$ cat config.mk
export PLATFORM = sky130hd
export DESIGN_NAME = pc_sequencer
export DESIGN_NICKNAME = d
export VERILOG_FILES = /design/src/rtl/mips_pkg.sv /design/src/rtl/pc_target_mux.sv /design/src/rtl/pc_sequencer.sv
export SDC_FILE = /design/constraint.sdc
export NUM_CORES = 1
export LEC_CHECK = 0
export BUFFER_PORTS_ARGS = -buffer_cell sky130_fd_sc_hd__buf_2
export CAP_MARGIN = 20
export CORE_ASPECT_RATIO = 0.75
export CORE_MARGIN = 5
export CORE_UTILIZATION = 51
export CTS_CLUSTER_SIZE = 12
export DETAILED_ROUTE_END_ITERATION = 8
export PLACE_DENSITY = 0.84
export SYNTH_ARGS = -nofsm -noshare
export SYNTH_HDL_FRONTEND = slang
export SYNTH_SLANG_ARGS = --single-unit
export TNS_END_PERCENT = 20
$ cat constraint.sdc
create_clock -name clk -period 4.17 [get_ports clk]
set_input_delay 0.6255 -clock clk [delete_from_list [all_inputs] [get_ports clk]]
set_output_delay 0.6255 -clock clk [all_outputs]
set_load 0.1 [all_outputs]
$ cat src/rtl/mips_pkg.sv
// mips_pkg -- shared definitions for the fetch-side PC logic.
//
// Contents:
//   pc_state_e        sequencer FSM states (BOOT, RUN, HOLD)
//   DEFAULT_RESET_PC  PC loaded while reset is asserted
//   DEFAULT_TRAP_PC   PC loaded on a misaligned jr/branch target when
//                     PC_MISALIGN_TRAP_EN is defined
//   is_misaligned()   true when an address is not word aligned
package mips_pkg;

  typedef enum logic [1:0] {
    BOOT = 2'd0,
    RUN  = 2'd1,
    HOLD = 2'd2
  } pc_state_e;

  localparam logic [31:0] DEFAULT_RESET_PC = 32'h0000_0000;
  localparam logic [31:0] DEFAULT_TRAP_PC  = 32'h0000_0080;

  function automatic logic is_misaligned(input logic [31:0] addr);
    return (addr[1:0] != 2'b00);
  endfunction

endpackage

$ cat src/rtl/pc_target_mux.sv
// pc_target_mux -- combinational next-PC selection for pc_sequencer.
//
// Priority among requests is jr > jump > branch_taken > sequential; stall
// is handled by the sequencer, which simply does not load the result.
//
// Ports:
//   pc_plus4_i      current pc + 4
//   jump_lo_i       {instr_index, 2'b00} from the shift stage
//   br_off_i        sign-extended, pre-scaled branch offset
//   jr_addr_i       register jump target
//   jump_i, branch_taken_i, jr_i   request strobes
//   target_o        raw selected target (not yet alignment-checked)
//   nonseq_o        selected target is jr, jump or branch
//   check_align_o   selected target is jr or branch (jump is aligned by
//                   construction, so it is never checked)
import mips_pkg::*;

module pc_target_mux (
  input  logic [31:0] pc_plus4_i,
  input  logic [27:0] jump_lo_i,
  input  logic [31:0] br_off_i,
  input  logic [31:0] jr_addr_i,
  input  logic        jump_i,
  input  logic        branch_taken_i,
  input  logic        jr_i,
  output logic [31:0] target_o,
  output logic        nonseq_o,
  output logic        check_align_o
);

  // Priority select of the next fetch address; sum wraps modulo 2^32.
  always_comb begin
    target_o      = pc_plus4_i;
    nonseq_o      = 1'b0;
    check_align_o = 1'b0;
    if (jr_i) begin
      target_o      = jr_addr_i;
      nonseq_o      = 1'b1;
      check_align_o = 1'b1;
    end else if (jump_i) begin
      target_o      = {pc_plus4_i[31:28], jump_lo_i};
      nonseq_o      = 1'b1;
    end else if (branch_taken_i) begin
      target_o      = pc_plus4_i + br_off_i;
      nonseq_o      = 1'b1;
      check_align_o = 1'b1;
    end
  end

endmodule

$ cat src/rtl/pc_sequencer.sv
// pc_sequencer -- program counter register, BOOT/RUN/HOLD FSM and the
// redirect/trap pulses.
//
// Optional feature: define PC_MISALIGN_TRAP_EN to send misaligned jr/branch
// targets to TRAP_PC with a one-cycle trap pulse. Without it the target's
// low two bits are cleared and trap stays 0.
//
// Ports:
//   clk, rst_n        clock, asynchronous active-low reset
//   jump_lo, br_off, jr_addr   target sources
//   jump, branch_taken, jr     redirect requests
//   stall             hold the current pc
//   pc, pc_plus4      current fetch address and its successor
//   pc_valid          low only in BOOT
//   redirect, trap    registered single-cycle pulses
import mips_pkg::*;

module pc_sequencer #(
  parameter logic [31:0] RESET_PC = DEFAULT_RESET_PC,
  parameter logic [31:0] TRAP_PC  = DEFAULT_TRAP_PC
) (
  input  logic        clk,
  input  logic        rst_n,
  input  logic [27:0] jump_lo,
  input  logic [31:0] br_off,
  input  logic [31:0] jr_addr,
  input  logic        jump,
  input  logic        branch_taken,
  input  logic        jr,
  input  logic        stall,
  output logic [31:0] pc,
  output logic [31:0] pc_plus4,
  output logic        pc_valid,
  output logic        redirect,
  output logic        trap
);

`ifdef PC_MISALIGN_TRAP_EN
  localparam bit TRAP_EN = 1'b1;
`else
  localparam bit TRAP_EN = 1'b0;
`endif

  pc_state_e   state_q, state_d;
  logic [31:0] pc_q, pc_d;
  logic        redirect_q, redirect_d;
  logic        trap_q, trap_d;

  logic [31:0] target;
  logic        nonseq;
  logic        check_align;
  logic        misaligned;

  assign pc_plus4 = pc_q + 32'd4;

  pc_target_mux u_mux (
    .pc_plus4_i     (pc_plus4),
    .jump_lo_i      (jump_lo),
    .br_off_i       (br_off),
    .jr_addr_i      (jr_addr),
    .jump_i         (jump),
    .branch_taken_i (branch_taken),
    .jr_i           (jr),
    .target_o       (target),
    .nonseq_o       (nonseq),
    .check_align_o  (check_align)
  );

  assign misaligned = check_align && is_misaligned(target);

  // Next-state logic: BOOT always moves to RUN without loading; RUN and
  // HOLD behave identically once stall drops, so a release from HOLD uses
  // the same request priority as a normal RUN cycle.
  always_comb begin
    state_d    = state_q;
    pc_d       = pc_q;
    redirect_d = 1'b0;
    trap_d     = 1'b0;
    case (state_q)
      BOOT: state_d = RUN;
      RUN, HOLD: begin
        if (stall) begin
          state_d = HOLD;
        end else begin
          state_d = RUN;
          if (TRAP_EN && misaligned) begin
            pc_d   = TRAP_PC;
            trap_d = 1'b1;
          end else begin
            pc_d       = misaligned ? {target[31:2], 2'b00} : target;
            redirect_d = nonseq;
          end
        end
      end
      default: state_d = BOOT;
    endcase
  end

  // State, pc and pulse registers; reset acts immediately.
  always_ff @(posedge clk or negedge rst_n) begin
    if (!rst_n) begin
      state_q    <= BOOT;
      pc_q       <= RESET_PC;
      redirect_q <= 1'b0;
      trap_q     <= 1'b0;
    end else begin
      state_q    <= state_d;
      pc_q       <= pc_d;
      redirect_q <= redirect_d;
      trap_q     <= trap_d;
    end
  end

  assign pc       = pc_q;
  assign pc_valid = (state_q != BOOT);
  assign redirect = redirect_q;
  assign trap     = TRAP_EN ? trap_q : 1'b0;

endmodule

After elaboration in Yosys (flattened, before gate mapping)
Cells that the tools add are included. W data, S select, Z words.

Flip-flop bits (word level): 35. Input bits: 98. Output and inout bits: 67. Logic and storage cells: 27.

$add $sub $neg: 2. Equality and inequality tests: 2. Mux-type cells: 13. Bitwise logic cells: 1. Reduce and logical (&&, ||, !) cells: 6.

Operator list (count): $mux W32 (3); $add A32 B3 Y32 const B (1); $add A32 B32 Y32 (1); $mux W1 (7); $mux W2 (2); $pmux W2 S2 (1); $reduce_bool A2 Y1 (2); $eq A2 B1 Y1 const B (1); $eq A2 B2 Y1 const B (1); $logic_not A2 Y1 (1); $reduce_and A2 Y1 (1); $reduce_or A2 Y1 (1); $logic_and A1 B1 Y1 (1); $not A1 Y1 (1).

Logic depth before layout (Yosys ltp)
Depth in word-level cells: 8. Depth in mapped cells: 17. Mapped depth without buffers: 16.

Cells and area by module
From an unflattened synthesis, not the netlist that was laid out.

Cells, all modules: 551. Area, all modules: 4491.8 sq um.

Modules (own cells, without submodules): pc_target_mux (instances 1, cells an instance 382, area an instance 2568.7 sq um, sequential area each 0.0 sq um); pc_sequencer (instances 1, cells an instance 169, area an instance 1923.1 sq um, sequential area each 875.8 sq um).

Worst setup path before layout
Ideal clock, no wire load.

Kind: reg-to-reg. From: reg pc_q[4] (netlist: pc[4]). To: reg pc_q[25] (netlist: pc[25]). Data arrival time: 5.687 ns. Required time: 4.041 ns. Setup slack: -1.645 ns. Stages on the path, launching flop included: 16. Path buffers: 1. Period minus slack after synthesis: 5.815 ns. Path through: dfrtp_1 > and4_1 > and4_1 > and3_1 > buf_2 > nand2_1 > xnor2_1 > ha_1 > inv_1 > o21bai_1 > a221o_1 > o211ai_1 > nand2_1 > a221oi_1 > xnor2_1 > a221o_1.

Longest elaborated chain between the ends: 5.

RTL lines: start: declaration (RTL line pc_sequencer.sv:45) `logic [31:0] pc_q, pc_d;`; start signal: assignment (RTL line pc_sequencer.sv:108) `pc_q <= pc_d;`; $add A32 B3 Y32 (RTL line pc_sequencer.sv:54) `assign pc_plus4 = pc_q + 32'd4;`; net pc_plus4[17] (RTL line pc_sequencer.sv:32) `output logic [31:0] pc_plus4,`; $add A32 B32 Y32 (RTL line pc_target_mux.sv:44) `target_o = pc_plus4_i + br_off_i;`; $mux W32 (RTL line pc_target_mux.sv:43) `end else if (branch_taken_i) begin`; $mux W32 (RTL line pc_target_mux.sv:40) `end else if (jump_i) begin`; $mux W32 (RTL line pc_target_mux.sv:36) `if (jr_i) begin`.

The timed path passes the listed nets, and every way through them passes these cells. A chain may end at the register's enable or synchronous reset.

Final worst setup path
From: reg pc_q[5] (netlist: pc[5]). To: reg pc_q[25] (netlist: pc[25]).

Longest elaborated chain between the ends: 5.

RTL lines (RTL line): $add A32 B3 Y32 (*) (pc_sequencer.sv:54); $add A32 B32 Y32 (pc_target_mux.sv:44); $mux W32 (*) (pc_target_mux.sv:43); $mux W32 (*) (pc_target_mux.sv:40); $mux W32 (*) (pc_target_mux.sv:36).

Mark *: on every way between the ends. The rest lies on a longest branch, timed or not.

==> run metrics <==
status=finished clean; Worst-path clk slew=70 ps; Worst R2R Path Depth=14; crit path max fanout=6; Post-route DRC=0; core box area=0.00838 sq mm; Starting DRT DRC Count=433; final setup fails=0; clk buf depth=2; antenna violations before repair=0; layout overhead on the synthesized area=36.7%; Post-CTS Hold Fix Bufs=0; crit start category=flip-flop; unrepaired setup endpoints after global routing=no; post-CTS resize count=0; slowest stage delay, CP=460 ps; Vias=5040; Seq/Total Area, Yosys=20.2%; Top FF cell, synth=dfrtp_1; Worst Skew=7.27 ps; critical path type=reg -> reg; share of layout cells above drive strength 1=36.0%; Yosys cell types=59; Final #Nets=848; clock sink count=35; most frequent cells in the layout=161 x buf_2, 58 x nand2_1, 57 x a21oi_1; chip width=116 um; setup ws final=282 ps; EDFF count, synth=0; die height=89.8 um; Critical Path Sink=pc[25]; Pre-antenna DRT Iters=5; clk_lat worst skew=280 ps; Initial Utilization=51.7%; Remaining Overflow, GRT=0; die area=0.0105 sq mm; final worst path period share=93.2%; crit end category=flip-flop; CTS tree=built; CTS buffer count=5; vias in the first global route=5128; Worst setup startpoint=pc[5]; Placer Congestion=0.955; total global-route track usage=29.9%; WHS=466 ps; Reg-to-Reg End=pc[25]; post-route ant nets=0; Post-Route WL=15.7 mm; Max Cap Viol=0; setup repair bufs after CTS=0; Syn Inst Count=562; via/cell ratio=6.17; # H-tree levels=2; Post-synth ARST share=100%; critical path, cell by cell=and4_4 > and4_1 > and3_1 > nand2_1 > xnor2_4 > ha_4 > inv_1 > o21bai_1 > a221o_1 > o211ai_1 > nand2_1 > a221oi_2 > xnor2_1 > a221o_1; Synth warnings=0; syn_area_per_cell=7.71 sq um; DP Wirelength=12.2 mm; CTS root buffer=clkbuf_16; Max Transition Viols Final=0; Site Rows=29; routed len/inst=19.3 um; Ant. Diodes=0; worst slew pin tran=915 ps; fill count=715; number of I/O pins=165; worst min path class=in -> async; global-route wire length before repair=25.4 mm; post-place setup slack=361 ps; # port buffers=161; Tmin final=3890 ps; Hold Fails Final Rpt=0; Crit-path slowest cell=dfrtp_4; fmax=257 MHz; most common cell after layout, fill and taps aside=buf_2; Cell Area, Synth=0.00434 sq mm; Mapped Nets=702; Crit Reg-Reg Startpoint=pc[5]; synthesis-stage register bit count=35; WP data required=4330 ps; largest net degree at the start of global routing=50; reg2reg setup slack=280 ps; CP arrival=4050 ps; Slew HR=39.0%
cell families (layout without fill, tap and decap cells):
group,after synthesis,count (layout),synth area share (%)
and+or+nand+nor,199,199,22.6
AOI/OAI and AO/OA,178,178,27.5
xor gates and xnor gates,53,53,10.7
buffers and inverters,43,190,4.04
adders and majority gates,42,42,12.3
DFF,35,35,20.2
muxes,11,11,2.57
other,1,1,0.0865
worst max-delay path, delay by kind of cell (launching register included):
family | cells | cell delay, ps
compound gates | 5 | 1420
xor+xnor | 2 | 400
fa+ha+maj | 1 | 250
buf+inv | 1 | 80
flops | 1 | 460
simple gates | 5 | 1170
per-stage QoR:
step / setup TNS, ps / instances / cell area (sq um) / util (%)
after detailed placement: 0 / 809 / 5780 / 68.9
after global placement: 0 / 809 / 5780 / 68.9
after floorplan: -250 / 562 / 4910 / -
after global routing: 0 / 817 / 5930 / 70.7
after CTS: 0 / 817 / 5930 / 70.7
final: 0 / 817 / 5930 / 70.7
how the worst min path moves through the flow:
stage | from | endpoint | cells past startpoint
6_report | rst_n | pc[0] | 1
4_1_cts | rst_n | pc[0] | 1
5_1_grt | rst_n | redirect | 1
2_1_floorplan | rst_n | pc[0] | 0
3_3_place_gp | pc[0] | pc[0] | 1
3_5_place_dp | pc[0] | pc[0] | 1
flip-flops by register name, summed over array words and instances, names as in the netlist:
register  cells
pc           32
state_q       2
redirect      1
per-layer routing:
layer	vias to the layer above	track usage, %	share of wire (%)
met5	-	0	0
met4	0	6.18	1.6
met3	28	4.77	9.7
met2	250	46.1	44
met1	2418	44.0	45
li1	2344	-	-
cell usage after synthesis (10+ instances only):
| cell type | number | area share (%) |
|---|---|---|
| ha_1 | 41 | 12 |
| nand3_1 | 26 | 3.0 |
| xor2_1 | 19 | 3.8 |
| o21ai_1 | 22 | 2.5 |
| nor2_1 | 45 | 3.9 |
| nand2_1 | 58 | 5.0 |
| and3_1 | 21 | 3.0 |
| o21ai_0 | 19 | 2.2 |
| clkbuf_1 | 21 | 1.8 |
| inv_1 | 14 | 1.2 |
| xnor2_1 | 34 | 6.9 |
| a21oi_1 | 59 | 6.8 |
| mux2i_1 | 10 | 2.3 |
| a21o_1 | 17 | 2.9 |
| dfrtp_1 | 35 | 20 |
area by class of cell:
type	instances	area (sq um)	area share, %
inverters	14	52.6	0.887
flip-flops and latches	35	926	15.6
well taps	108	135	2.28
multi-input cells	484	3800	64.2
clock buffers	5	125	2.11
repair buffers	168	858	14.5
clock inverters	3	25.0	0.422
Power is left out: the tool's default activity adds up to more than one toggle a clock period on the data nets, which glitch-free logic cannot reach.
